[config.mk]
export PLATFORM = sky130hd
export DESIGN_NAME = spi_load_slave
export DESIGN_NICKNAME = d
export VERILOG_FILES = /design/src/rtl/spi_load_slave.sv
export SDC_FILE = /design/constraint.sdc
export NUM_CORES = 1
export LEC_CHECK = 0
export ABC_CLOCK_PERIOD_IN_PS = 12240
export CAP_MARGIN = 30
export CORE_MARGIN = 1
export CORE_UTILIZATION = 30
export DETAILED_ROUTE_END_ITERATION = 6
export GPL_TIMING_DRIVEN = 0
export REMOVE_ABC_BUFFERS = 1
export SKIP_LAST_GASP = 1
export SLEW_MARGIN = 20
export SYNTH_ARGS = -nofsm -noshare
export SYNTH_HDL_FRONTEND = slang
export SYNTH_SLANG_ARGS = --single-unit
[constraint.sdc]
create_clock -name clk -period 12.24 [get_ports clk]
set_clock_uncertainty 0.2 [all_clocks]
set_input_delay 2.448 -clock clk [delete_from_list [all_inputs] [get_ports clk]]
set_output_delay 2.448 -clock clk [all_outputs]
set_load 0.01 [all_outputs]
[src/rtl/spi_load_slave.sv]
// SPI/QSPI slave for the file-load protocol: register write/read frames and
// memory-write frames, turned into 32-bit write requests through a small FIFO.
module spi_load_slave #(
    parameter int unsigned FIFO_DEPTH  = 4,
    parameter int unsigned SYNC_STAGES = 2
) (
    input  logic        clk,
    input  logic        rst_n,
    input  logic        spi_sck,
    input  logic        spi_csn,
    input  logic        spi_sdi0,
    input  logic        spi_sdi1,
    input  logic        spi_sdi2,
    input  logic        spi_sdi3,
    output logic        spi_sdo0,
    output logic        spi_sdo0_oe,
    output logic        qpi_mode,
    output logic        mem_req_valid,
    input  logic        mem_req_ready,
    output logic [31:0] mem_req_addr,
    output logic [31:0] mem_req_wdata,
    output logic        overflow,
    output logic        frame_err
);

    typedef enum logic [2:0] {
        IDLE,
        CMD,
        ADDR,
        DATA,
        REG_WR,
        REG_RD,
        IGNORE
    } state_e;

    localparam logic [7:0] CMD_REG_WR = 8'h01;
    localparam logic [7:0] CMD_MEM_WR = 8'h02;
    localparam logic [7:0] CMD_REG_RD = 8'h05;

    // Synchronizer lanes packed as {csn, sck, sdi3..sdi0}; csn idles high.
    localparam logic [5:0] SYNC_RST = 6'b10_0000;

    localparam int unsigned PTR_W = $clog2(FIFO_DEPTH);
    localparam logic [PTR_W:0] FULL_FILL = (PTR_W + 1)'(FIFO_DEPTH);

    // ------------------------------------------------------------------
    // Input synchronization and edge detection
    // ------------------------------------------------------------------
    logic [5:0] sync_q [SYNC_STAGES];
    logic       sck_prev_q;
    logic       csn_prev_q;

    always_ff @(posedge clk or negedge rst_n) begin
        if (!rst_n) begin
            for (int i = 0; i < SYNC_STAGES; i++) sync_q[i] <= SYNC_RST;
            sck_prev_q <= 1'b0;
            csn_prev_q <= 1'b1;
        end else begin
            sync_q[0] <= {spi_csn, spi_sck, spi_sdi3, spi_sdi2, spi_sdi1, spi_sdi0};
            for (int i = 1; i < SYNC_STAGES; i++) sync_q[i] <= sync_q[i-1];
            sck_prev_q <= sync_q[SYNC_STAGES-1][4];
            csn_prev_q <= sync_q[SYNC_STAGES-1][5];
        end
    end

    logic       csn_s;
    logic       sck_s;
    logic [3:0] sdi_s;
    logic       sck_rise;
    logic       sck_fall;
    logic       csn_fall;
    logic       csn_rise;

    assign csn_s    = sync_q[SYNC_STAGES-1][5];
    assign sck_s    = sync_q[SYNC_STAGES-1][4];
    assign sdi_s    = sync_q[SYNC_STAGES-1][3:0];
    assign sck_rise = sck_s & ~sck_prev_q;
    assign sck_fall = ~sck_s & sck_prev_q;
    assign csn_fall = ~csn_s & csn_prev_q;
    assign csn_rise = csn_s & ~csn_prev_q;

    // ------------------------------------------------------------------
    // Frame decoder
    // ------------------------------------------------------------------
    state_e      state_q, state_d;
    logic [5:0]  cnt_q, cnt_d;
    logic [31:0] shift_q, shift_d;
    logic [31:0] addr_q, addr_d;
    logic [7:0]  reg0_q, reg0_d;
    logic [7:0]  rd_shift_q, rd_shift_d;
    logic        rd_oe_q, rd_oe_d;
    logic        quad_q, quad_d;
    logic        frame_err_q, frame_err_d;

    logic [31:0] shift_in;
    logic [5:0]  cnt_inc;
    logic [5:0]  field_len;
    logic        field_done;
    logic        push;
    logic [63:0] push_data;

    assign shift_in   = quad_q ? {shift_q[27:0], sdi_s} : {shift_q[30:0], sdi_s[0]};
    assign cnt_inc    = cnt_q + 6'd1;
    assign field_done = sck_rise && (cnt_inc == field_len);
    assign push_data  = {addr_q, shift_in};

    always_comb begin
        case (state_q)
            CMD, REG_WR: field_len = quad_q ? 6'd2 : 6'd8;
            default:     field_len = quad_q ? 6'd8 : 6'd32;
        endcase
    end

    always_comb begin
        // NOTE: every signal gets a default before any branch so no path can
        // leave one unassigned and infer a latch.
        state_d     = state_q;
        cnt_d       = cnt_q;
        shift_d     = shift_q;
        addr_d      = addr_q;
        reg0_d      = reg0_q;
        rd_shift_d  = rd_shift_q;
        rd_oe_d     = rd_oe_q;
        quad_d      = quad_q;
        frame_err_d = 1'b0;
        push        = 1'b0;

        if (csn_s) begin
            state_d    = IDLE;
            cnt_d      = '0;
            rd_oe_d    = 1'b0;
            rd_shift_d = '0;
            if (csn_rise) begin
                case (state_q)
                    CMD, ADDR, DATA: frame_err_d = (cnt_q != '0);
                    REG_WR:          frame_err_d = 1'b1;
                    default:         frame_err_d = 1'b0;
                endcase
            end
        end else begin
            if (sck_rise && (state_q inside {CMD, ADDR, DATA, REG_WR})) begin
                shift_d = shift_in;
                cnt_d   = field_done ? '0 : cnt_inc;
            end
            if (sck_fall && rd_oe_q) rd_shift_d = {rd_shift_q[6:0], 1'b0};

            case (state_q)
                IDLE: begin
                    if (csn_fall) begin
                        state_d = CMD;
                        cnt_d   = '0;
                        quad_d  = reg0_q[0];
                    end
                end
                CMD: begin
                    if (field_done) begin
                        case (shift_in[7:0])
                            CMD_REG_WR: state_d = REG_WR;
                            CMD_MEM_WR: state_d = ADDR;
                            CMD_REG_RD: begin
                                state_d    = REG_RD;
                                rd_oe_d    = 1'b1;
                                rd_shift_d = reg0_q;
                            end
                            default:    state_d = IGNORE;
                        endcase
                    end
                end
                REG_WR: begin
                    // Only one byte per frame is taken; the rest is dropped.
                    if (field_done) begin
                        reg0_d  = shift_in[7:0];
                        state_d = IGNORE;
                    end
                end
                ADDR: begin
                    if (field_done) begin
                        addr_d  = {shift_in[31:2], 2'b00};
                        state_d = DATA;
                    end
                end
                DATA: begin
                    if (field_done) begin
                        push   = 1'b1;
                        addr_d = addr_q + 32'd4;
                    end
                end
                default: ;
            endcase
        end
    end

    always_ff @(posedge clk or negedge rst_n) begin
        if (!rst_n) begin
            state_q     <= IDLE;
            cnt_q       <= '0;
            shift_q     <= '0;
            addr_q      <= '0;
            reg0_q      <= '0;
            rd_shift_q  <= '0;
            rd_oe_q     <= 1'b0;
            quad_q      <= 1'b0;
            frame_err_q <= 1'b0;
        end else begin
            state_q     <= state_d;
            cnt_q       <= cnt_d;
            shift_q     <= shift_d;
            addr_q      <= addr_d;
            reg0_q      <= reg0_d;
            rd_shift_q  <= rd_shift_d;
            rd_oe_q     <= rd_oe_d;
            quad_q      <= quad_d;
            frame_err_q <= frame_err_d;
        end
    end

    // ------------------------------------------------------------------
    // Write-request FIFO
    // ------------------------------------------------------------------
    logic [63:0]    fifo_mem [FIFO_DEPTH];
    logic [PTR_W:0] wr_ptr_q, rd_ptr_q;
    logic [PTR_W:0] fill;
    logic           fifo_empty;
    logic           fifo_full;
    logic           pop;
    logic           push_ok;
    logic           overflow_q;
    logic [63:0]    head;

    assign fill       = wr_ptr_q - rd_ptr_q;
    assign fifo_empty = (fill == '0);
    assign fifo_full  = (fill == FULL_FILL);
    assign pop        = !fifo_empty && mem_req_ready;
    // A same-cycle pop frees the slot the push needs.
    assign push_ok    = push && (!fifo_full || pop);

    // NOTE: the storage array has no reset; only the pointers define which
    // entries are valid, and the outputs are gated while the FIFO is empty.
    always_ff @(posedge clk) begin
        if (push_ok) fifo_mem[wr_ptr_q[PTR_W-1:0]] <= push_data;
    end

    always_ff @(posedge clk or negedge rst_n) begin
        if (!rst_n) begin
            wr_ptr_q   <= '0;
            rd_ptr_q   <= '0;
            overflow_q <= 1'b0;
        end else begin
            if (push_ok) wr_ptr_q <= wr_ptr_q + 1'b1;
            if (pop)     rd_ptr_q <= rd_ptr_q + 1'b1;
            if (push && !push_ok) overflow_q <= 1'b1;
        end
    end

    assign head = fifo_mem[rd_ptr_q[PTR_W-1:0]];

    // ------------------------------------------------------------------
    // Outputs
    // ------------------------------------------------------------------
    assign mem_req_valid = !fifo_empty;
    assign mem_req_addr  = fifo_empty ? 32'd0 : head[63:32];
    assign mem_req_wdata = fifo_empty ? 32'd0 : head[31:0];
    assign overflow      = overflow_q;
    assign frame_err     = frame_err_q;
    assign qpi_mode      = reg0_q[0];
    assign spi_sdo0      = rd_shift_q[7];
    assign spi_sdo0_oe   = rd_oe_q;

endmodule

# == After elaboration in Yosys (flattened, before gate mapping) ==
# Memories as Yosys holds them, arrays and structs flattened.
# Index checks and enable logic that the tools add are counted.
# totals
ff_bits,112
latchBits,0
ram_bits,256
mem_bits_ro,0
inputBits,9
output_inout_bits,70
elab_cells,110
mem_count,1
# memory_table
memory,words,word_bits,read_ports,rd_ports_with_merged_regs,wr,line,source
fifo_mem,4,64,1,0,1,220,logic [63:0] fifo_mem [FIFO_DEPTH];
# op_classes
addsub,5
multipliers,0
n_div,0
n_lt_le_gt_ge,0
n_eq_ne,15
n_shift,0
n_mux,38
n_bitwise,8
n_reduce_logical,27
# op_table
operator,n
$mux W32,5
$pmux W32 S2,1
$mux W6,7
$mux W8,5
$add A32 B3 Y32 const B,1
$mux W3,5
$ne A3 B3 Y1 const B,4
$pmux W3 S4,1
$mux W1,11
$pmux W3 S3,1
$reduce_and A3 Y1,3
$eq A8 B1 Y1 const B,1
$eq A8 B2 Y1 const B,1
$eq A8 B3 Y1 const B,1
$reduce_bool A2 Y1,4
$add A3 B1 Y3 const B,2
$add A6 B1 Y6 const B,1
$eq A3 B2 Y1 const B,2
$eq A3 B3 Y1 const B,2
$eq A6 B6 Y1,1
$logic_and A1 B1 Y1,6
$logic_not A3 Y1,2
$reduce_bool A6 Y1,1
$reduce_and A5 Y1,1
other kinds (15),24

# == Logic depth before layout (Yosys ltp) ==
# Gate-level depths: netlist of run 1.
# logic_depth
ltp_word,11
ltp_mapped,13
mapped_depth_nobuf,10

# == Least setup slack after synthesis of run 1 ==
# Ideal clock, no wire load.
# synth_path
path_kind,input-to-reg
start,input mem_req_ready
end,"memory fifo_mem[3][0], enable pin"
setup_ns,0.429
arrival_time_ns,4.187
required_time_ns,11.611
path_slack_ns,7.424
path_stages,2
n_path_buf,0
cell_sequence,nor3_1 > and4b_1
# synth_via
elab_chain_cells,5
# synth_rtl
item,line,source
from (decl),19,"input logic mem_req_ready,"
$logic_and A1 B1 Y1,233,assign pop = !fifo_empty && mem_req_ready;
$logic_or A1 B1 Y1,235,assign push_ok = push && (!fifo_full || pop);
$logic_and A1 B1 Y1,235,
$mux W1,240,if (push_ok) fifo_mem[wr_ptr_q[PTR_W-1:0]] <= push_data;
$mux W1 (not written as such),240,
to (decl),220,
# No other way between the ends.

# == Worst setup path in the final report of run 1 ==
# layout_path
start,register rd_ptr_q[0]
end,output mem_req_addr[29]
# layout_via
elab_chain_cells,3
word_cells_on_any_way,4
cone_classes,add/sub: 1; mux: 1; reduce/logical: 1; memory: 1
# layout_rtl
item,line,source
from (decl),221,"logic [PTR_W:0] wr_ptr_q, rd_ptr_q;"
from (signal assigned),250,if (pop) rd_ptr_q <= rd_ptr_q + 1'b1;
$sub A3 B3 Y3,230,assign fill = wr_ptr_q - rd_ptr_q;
$logic_not A3 Y1,231,assign fifo_empty = (fill == '0);
$mux W32 *,261,assign mem_req_addr = fifo_empty ? 32'd0 : head[63:32];
to (decl),20,"output logic [31:0] mem_req_addr,"
# Mark *: on every way between the ends. The rest lies on a longest branch, timed or not.

==> out/metrics.cfg, run 1 <==
[clocking]
ctsLongestPathBuffers = 3
clock_latency_ps = 560
cts_sinks = 358
cts_buffers = 40
postCtsSetupBuffers = 0
ctsResizeCount = 0
path_clk_slew_ps = 60
cts_max_level = 2
cts_tree = built
clock-root-buffer = clkbuf_16
hold_buffers = 0

[floorplanning]
die-width_um = 228
coreArea_um2 = 50300
start_util = 0.305
die-area_um2 = 52000
ios = 79
die_h_um = 228
rows = 82

[timing]
whs_ps = 150
slew_headroom = 0.410
tightestPinTransition_ps = 885
max_freq_ghz = 0.162
setup_viol = 0
final.setup.tns_ps = 0
hold_violations = 0
finalMaxSlewViolations = 0
rsz0062_at_grt = false
timing.final.ws_setup_ps = 6060
period_minus_slack_ps = 6180
post-route-period-util = 0.505

[synthesis]
synth_async_sr_flop_share = 0.307
ys_types = 65
synth_edf_count = 248
ys_seq_area_frac = 0.666
syn-cell-area_um2 = 15300
ys_seq_elements = 358
yosysWarnings = 0
avgSynthCellArea_um2 = 15.9
synthFlopType = edfxtp_1
syn-instance-count = 963

[placed_design]
dpl_cell_area_um2 = 17000
gp_congestion = 0.794
dp_hpwl_um = 21200
place_worst_setup_slack_ps = 6500
port_buffers = 76

[routing]
wirelength_um = 33900
vias = 8661
viasPerCell = 4.97
drt_first_iter_violations = 545
wl_per_cell_um = 19.4
dr.pass1.iters = 5
drtAntennaViolNets = 0
drc = 0

[critical_path]
critPathBufInv = 2
cp.required_ps = 9590
r2r_cells = 11
end_kind = primary output
arrival_ps = 3530
path_cells = buf_12 > ha_1 > nor2b_1 > xnor2_1 > nand3_4 > and2_1 > clkdlybuf4s50_1
worst_path_max_delay_cell = dfrtp_4
critPathTopFamily = simple AND/OR/NAND/NOR gates
slowest_delay_ps = 620
worst-setup-path-type = reg -> out
path_depth = 7
cp-start-kind = flop
critical_path_peak_fanout = 65

[status]
status = completed

[layout]
finalNetCount = 1059
n_fill_cell = 4770
n_antenna_cell = 0
drive_gt1_frac = 0.217
syn2layout_area_growth_pct = 20.0
design_area_um2 = 18400

[power_and_ir_drop]
comb_power_share = 0.244
p_clk_frac = 0.347
peakVddDrop_mv = 0.0864
pwr-share-seq = 0.409
intPower_mw = 2.49
p_sw_mw = 0.917
p_per_area_nw_per_um2 = 185
p_leak_nw = 6.57
total_power_mw = 3.41
swShare = 0.269

[grt]
grt_first_pass_wirelength_um = 53400
grt_pass1_vias = 8983
overflow = 0
grt_use_total = 0.131
grt_max_degree = 68
antenna_found_initial = 0

[min_path]
holdPathStages = 0
hold_class = reg -> reg

[run]
maxCapViolCount = 0

-- cell type report --
type / count / area (um2) / share of cell area
Sequential cell: 358 / 10200 / 0.556
Timing Repair Buffer: 92 / 1120 / 0.0609
Inverter: 21 / 78.8 / 0.00429
Tap cell: 672 / 841 / 0.0458
Multi-Input combinational cell: 525 / 4800 / 0.261
Clock buffer: 47 / 1070 / 0.0582
Clock inverter: 27 / 251 / 0.0137
-- cell usage after synthesis, drive strengths merged (4+ instances only) --
cell type / count / area share
mux2i: 12 / 0.0078
inv: 19 / 0.0047
o21ai: 19 / 0.0062
o31ai: 6 / 0.0029
and2: 65 / 0.027
mux4: 62 / 0.091
nand2: 30 / 0.0074
xnor2: 11 / 0.0063
xor2: 4 / 0.0023
clkbuf: 36 / 0.0088
nor3: 8 / 0.0033
dfrtp: 107 / 0.17
and4: 5 / 0.0029
o41ai: 4 / 0.0023
ha: 12 / 0.0098
buf: 24 / 0.0099
o22ai: 13 / 0.0053
a31oi: 22 / 0.0090
nand4: 15 / 0.0065
a21oi: 26 / 0.0085
and3: 9 / 0.0037
a2bb2oi: 12 / 0.0069
a211oi: 9 / 0.0044
nor4: 26 / 0.013
mux2: 63 / 0.047
nand3: 27 / 0.010
nor2: 23 / 0.0056
edfxtp: 248 / 0.49
-- cell families after synthesis --
family,count (synthesis),share of synthesized area
flops,358,0.666
simple gates,228,0.0886
mux,137,0.146
compound gates,131,0.0571
buf+inv,81,0.0239
xor+xnor,15,0.00858
fa+ha+maj,12,0.00980
other cells,1,0.000245
-- per-layer routing --
layer,share of wire,track usage,vias up
li1,-,-,3956
met1,0.45,0.178,4443
met2,0.49,0.216,218
met3,0.049,0.0258,44
met4,0.016,0.0327,0
met5,0,0,-
-- per-stage QoR --
| step | utilization | instances |
|---|---|---|
| CTS | 0.365 | 1741 |
| finish | 0.365 | 1742 |
| floorplan | - | 904 |
| global placement | 0.331 | 1652 |
| global route | 0.365 | 1742 |
| detailed placement | 0.339 | 1667 |
-- final timing paths --
kind | startpoint | endpoint | slack (ps)
worst max register to register | state_q[2]$_DFFE_PN0P_ | fifo_mem[2][12]$_DFFE_PP_ | 7480
min in group asynchronous | rst_n | addr_q[26]$_DFFE_PN0P_ | 1640
worst min-delay path | sync_q[8]$_DFF_PN0_ | sdi_s[2]$_DFF_PN0_ | 150
max in group asynchronous | rst_n | csn_prev_q$_DFF_PN1_ | 9490
worst max-delay path | rd_ptr_q[0]$_DFFE_PN0P_ | mem_req_addr[29] | 6060
worst min register to register | sync_q[8]$_DFF_PN0_ | sdi_s[2]$_DFF_PN0_ | 150
-- worst register-to-register path, cell delays in order (launching register included) --
cell      delay (ps)
dfrtp_1          700
clkinv_1         350
nand2_1          190
a21oi_1          100
inv_1             70
ha_1             150
xnor2_1           80
or3_4            370
a2111o_2         790
nor4_4           510
and2_4           630
buf_12           290
-- cells in the final DEF (no fill, tap or decap), drive strengths merged, types with 13 or more instances in the layout --
cell           synthesis  routed
and2                  65      65
o22ai                 13      13
clkdlybuf4s50          0      75
nor2                  23      23
nand4                 15      15
a31oi                 22      22
dfrtp                107     107
inv                   19      20
nand3                 27      27
clkinv                 2      23
a21oi                 26      26
edfxtp               248     248
clkbuf                36      47
o21ai                 19      19
mux4                  62      62
mux2                  63      63
nand2                 30      30
nor4                  26      26
buf                   24      17
-- registers in the layout, summed over array words and instances, names as in the netlist --
signal       count
fifo_mem       248
shift_q         31
addr_q          30
rd_shift_q       8
reg0_q           8
cnt_q            6
sync_q           6
sdi_s            4
rd_ptr_q         3
state_q          3
wr_ptr_q         3
csn_prev_q       1
csn_s            1
frame_err        1
overflow         1
quad_q           1
sck_prev_q       1
sck_s            1
spi_sdo0_oe      1
-- power by group through the flow --
stage	combinational, mW	clock (mW)	sequential, mW
final	0.831	1.18	1.39
after global routing	0.903	1.26	1.40
after CTS	0.863	1.21	1.39
after detailed placement	0.860	0	1.42
after global placement	0.786	0	1.50
after floorplan	0.419	0	1.44
No activity file was read; power rests on OpenSTA's default activity.
==> run 2: changes to the inputs <==
ABC_CLOCK_PERIOD_IN_PS = 6100   (was 12240)
clock period = 6.1 ns   (was 12.24 ns; I/O delays follow)
==> results of run 2 <==
The final DEF is identical to that of run 1. Status: completed.
Main changes from that run: setup slack after placement 6500 ps -> 1280 ps; setup slack after layout 6060 ps -> 1150 ps; register-to-register setup slack 7480 ps -> 1340 ps; total power 3.41 mW -> 6.83 mW; worst IR drop on VDD 0.0864 mV -> 0.173 mV
==> run 3: changes to the inputs <==
ABC_CLOCK_PERIOD_IN_PS = 4100   (was 6100)
clock period = 4.1 ns   (was 6.1 ns; I/O delays follow)
==> out/metrics.cfg, run 3 (same netlist as run 1, synthesis figures left out) <==
[routing]
wirelength_um = 38100
viasPerCell = 5.09
dr.pass1.iters = 5
vias = 9053
drtAntennaViolNets = 0
drt_first_iter_violations = 676
wl_per_cell_um = 21.4
drc = 0

[power_and_ir_drop]
swShare = 0.281
peakVddDrop_mv = 0.280
comb_power_share = 0.282
p_leak_nw = 6.76
p_clk_frac = 0.335
pwr-share-seq = 0.382
total_power_mw = 10.6
p_per_area_nw_per_um2 = 564
p_sw_mw = 2.97
intPower_mw = 7.61

[clocking]
cts_buffers = 40
cts_sinks = 358
clock_latency_ps = 560
path_clk_slew_ps = 60
cts_tree = built
ctsLongestPathBuffers = 3
cts_max_level = 2
clock-root-buffer = clkbuf_16

[placed_design]
gp_congestion = 0.794
dp_hpwl_um = 21200
dpl_cell_area_um2 = 17000
port_buffers = 76

[timing]
rsz0062_at_grt = false
tightestPinTransition_ps = 1170
finalMaxSlewViolations = 0
slew_headroom = 0.216
post-route-period-util = 0.978
hold_violations = 0
whs_ps = 151
max_freq_ghz = 0.249
setup_viol = 0
period_minus_slack_ps = 4010

[floorplanning]
die-width_um = 228
rows = 82
die-area_um2 = 52000
ios = 79
die_h_um = 228
coreArea_um2 = 50300
start_util = 0.305

[critical_path]
arrival_ps = 2990
cpMostUsedCell = buf_12
r2r-start = state_q[2]$_DFFE_PN0P_
cp.required_ps = 3080
r2r_cells = 12
worst-setup-path-type = reg -> out
path_cells = buf_12 > ha_1 > nand3_4 > buf_12 > and2_1 > clkdlybuf4s50_1
r2r_slack_ps = 180
worst_path_max_delay_cell = clkdlybuf4s50_1
end_kind = primary output
r2r_end = addr_q[3]$_DFFE_PN0P_
cp-start-kind = flop
slowest_delay_ps = 590
critical_path_peak_fanout = 23

[layout]
drive_gt1_frac = 0.243
largest_reg_flops = 248
n_antenna_cell = 0
syn2layout_area_growth_pct = 22.4
multi_input_area_um2 = 4920
finalNetCount = 1094
n_fill_cell = 4734
layout_common_cells = edfxtp_1 (248), dfrtp_1 (102), clkdlybuf4s50_1 (75)
design_area_um2 = 18800
regArea_um2 = 10200
final_common_cell = edfxtp_1

[grt]
grt_first_pass_wirelength_um = 57500
overflow = 0
grt_use_total = 0.145
grt_pass1_vias = 9168
grt_max_degree = 68
antenna_found_initial = 3

[status]
status = completed

[min_path]
hold_class = reg -> reg
whs_endpoint = sdi_s[2]$_DFF_PN0_
hp-start = sync_q[8]$_DFF_PN0_
holdPathStages = 0

[run]
maxCapViolCount = 0

run 3: cell types whose count changed in the layout (fill, tap and decap cells not counted), moves of 2 or more:
cell	previous run	this run
dfrtp_1	104	102
buf_8	0	2
buf_4	1	23
nand3_4	2	5
buf_12	2	5
and2_2	0	2
run 3: critical path, delay by kind of cell, from the launching register on:
| kind | cells | cell delay [ps] |
|---|---|---|
| adders and majority gates | 1 | 550 |
| buffers and inverters | 3 | 920 |
| DFF | 1 | 480 |
| and+or+nand+nor | 2 | 480 |
run 3: what timing repair did:
item,CTS,global route
hold buffers,1,0
cloned,7,1
resized for setup,8,3
endpoints found under the hold margin,12,0
endpoints found under the setup margin,288,192
buffers inserted,21,5
pin swaps,9,2
run 3: power by group through the flow:
stage | registers [mW] | clock network, mW | logic, mW
2_1_floorplan | 4.30 | 0 | 1.25
3_3_place_gp | 4.47 | 0 | 2.34
6_report | 4.05 | 3.55 | 2.99
5_1_grt | 4.05 | 3.76 | 3.22
3_5_place_dp | 4.23 | 0 | 2.56
4_1_cts | 4.04 | 3.63 | 3.08
run 3: area by class of cell:
| type | instances | area share |
|---|---|---|
| clock buffers | 47 | 0.0570 |
| multi-input cells | 533 | 0.263 |
| flip-flops and latches | 358 | 0.545 |
| clock inverters | 27 | 0.0134 |
| repair buffers | 119 | 0.0732 |
| inverters | 21 | 0.00420 |
| well taps | 672 | 0.0448 |
run 3: how the worst max path moves through the flow:
stage                                  startpoint                        end  slack (ps)  cells after the start
after floorplan           rd_ptr_q[0]$_DFFE_PN0P_   fifo_mem[3][0]$_DFFE_PP_       -1510                      5
after global placement    rd_ptr_q[0]$_DFFE_PN0P_           mem_req_addr[29]       -4440                      6
after detailed placement   state_q[2]$_DFFE_PN0P_  fifo_mem[2][11]$_DFFE_PP_        -720                     11
after CTS                  state_q[2]$_DFFE_PN0P_  fifo_mem[3][62]$_DFFE_PP_           5                     11
after global routing      rd_ptr_q[0]$_DFFE_PN0P_           mem_req_addr[29]           1                      6
final                     rd_ptr_q[0]$_DFFE_PN0P_           mem_req_addr[29]          90                      6
run 3: per-stage QoR:
stage               worst slack (ps)  cells  utilization   TNS, ps
finish                          91.4   1777        0.373         0
global route                    1.33   1777        0.373         0
CTS                             4.55   1770        0.372         0
detailed placement              -724   1667        0.339   -105190
global placement               -4440   1652        0.331  -1444310
floorplan                      -1510    904            -   -373620
run 3: layer usage:
metal,vias to the layer above,track usage,part of all wire
li1,4039,-,-
met1,4665,0.194,0.44
met2,281,0.235,0.47
met3,64,0.0314,0.063
met4,4,0.0411,0.025
met5,-,0,0.00081
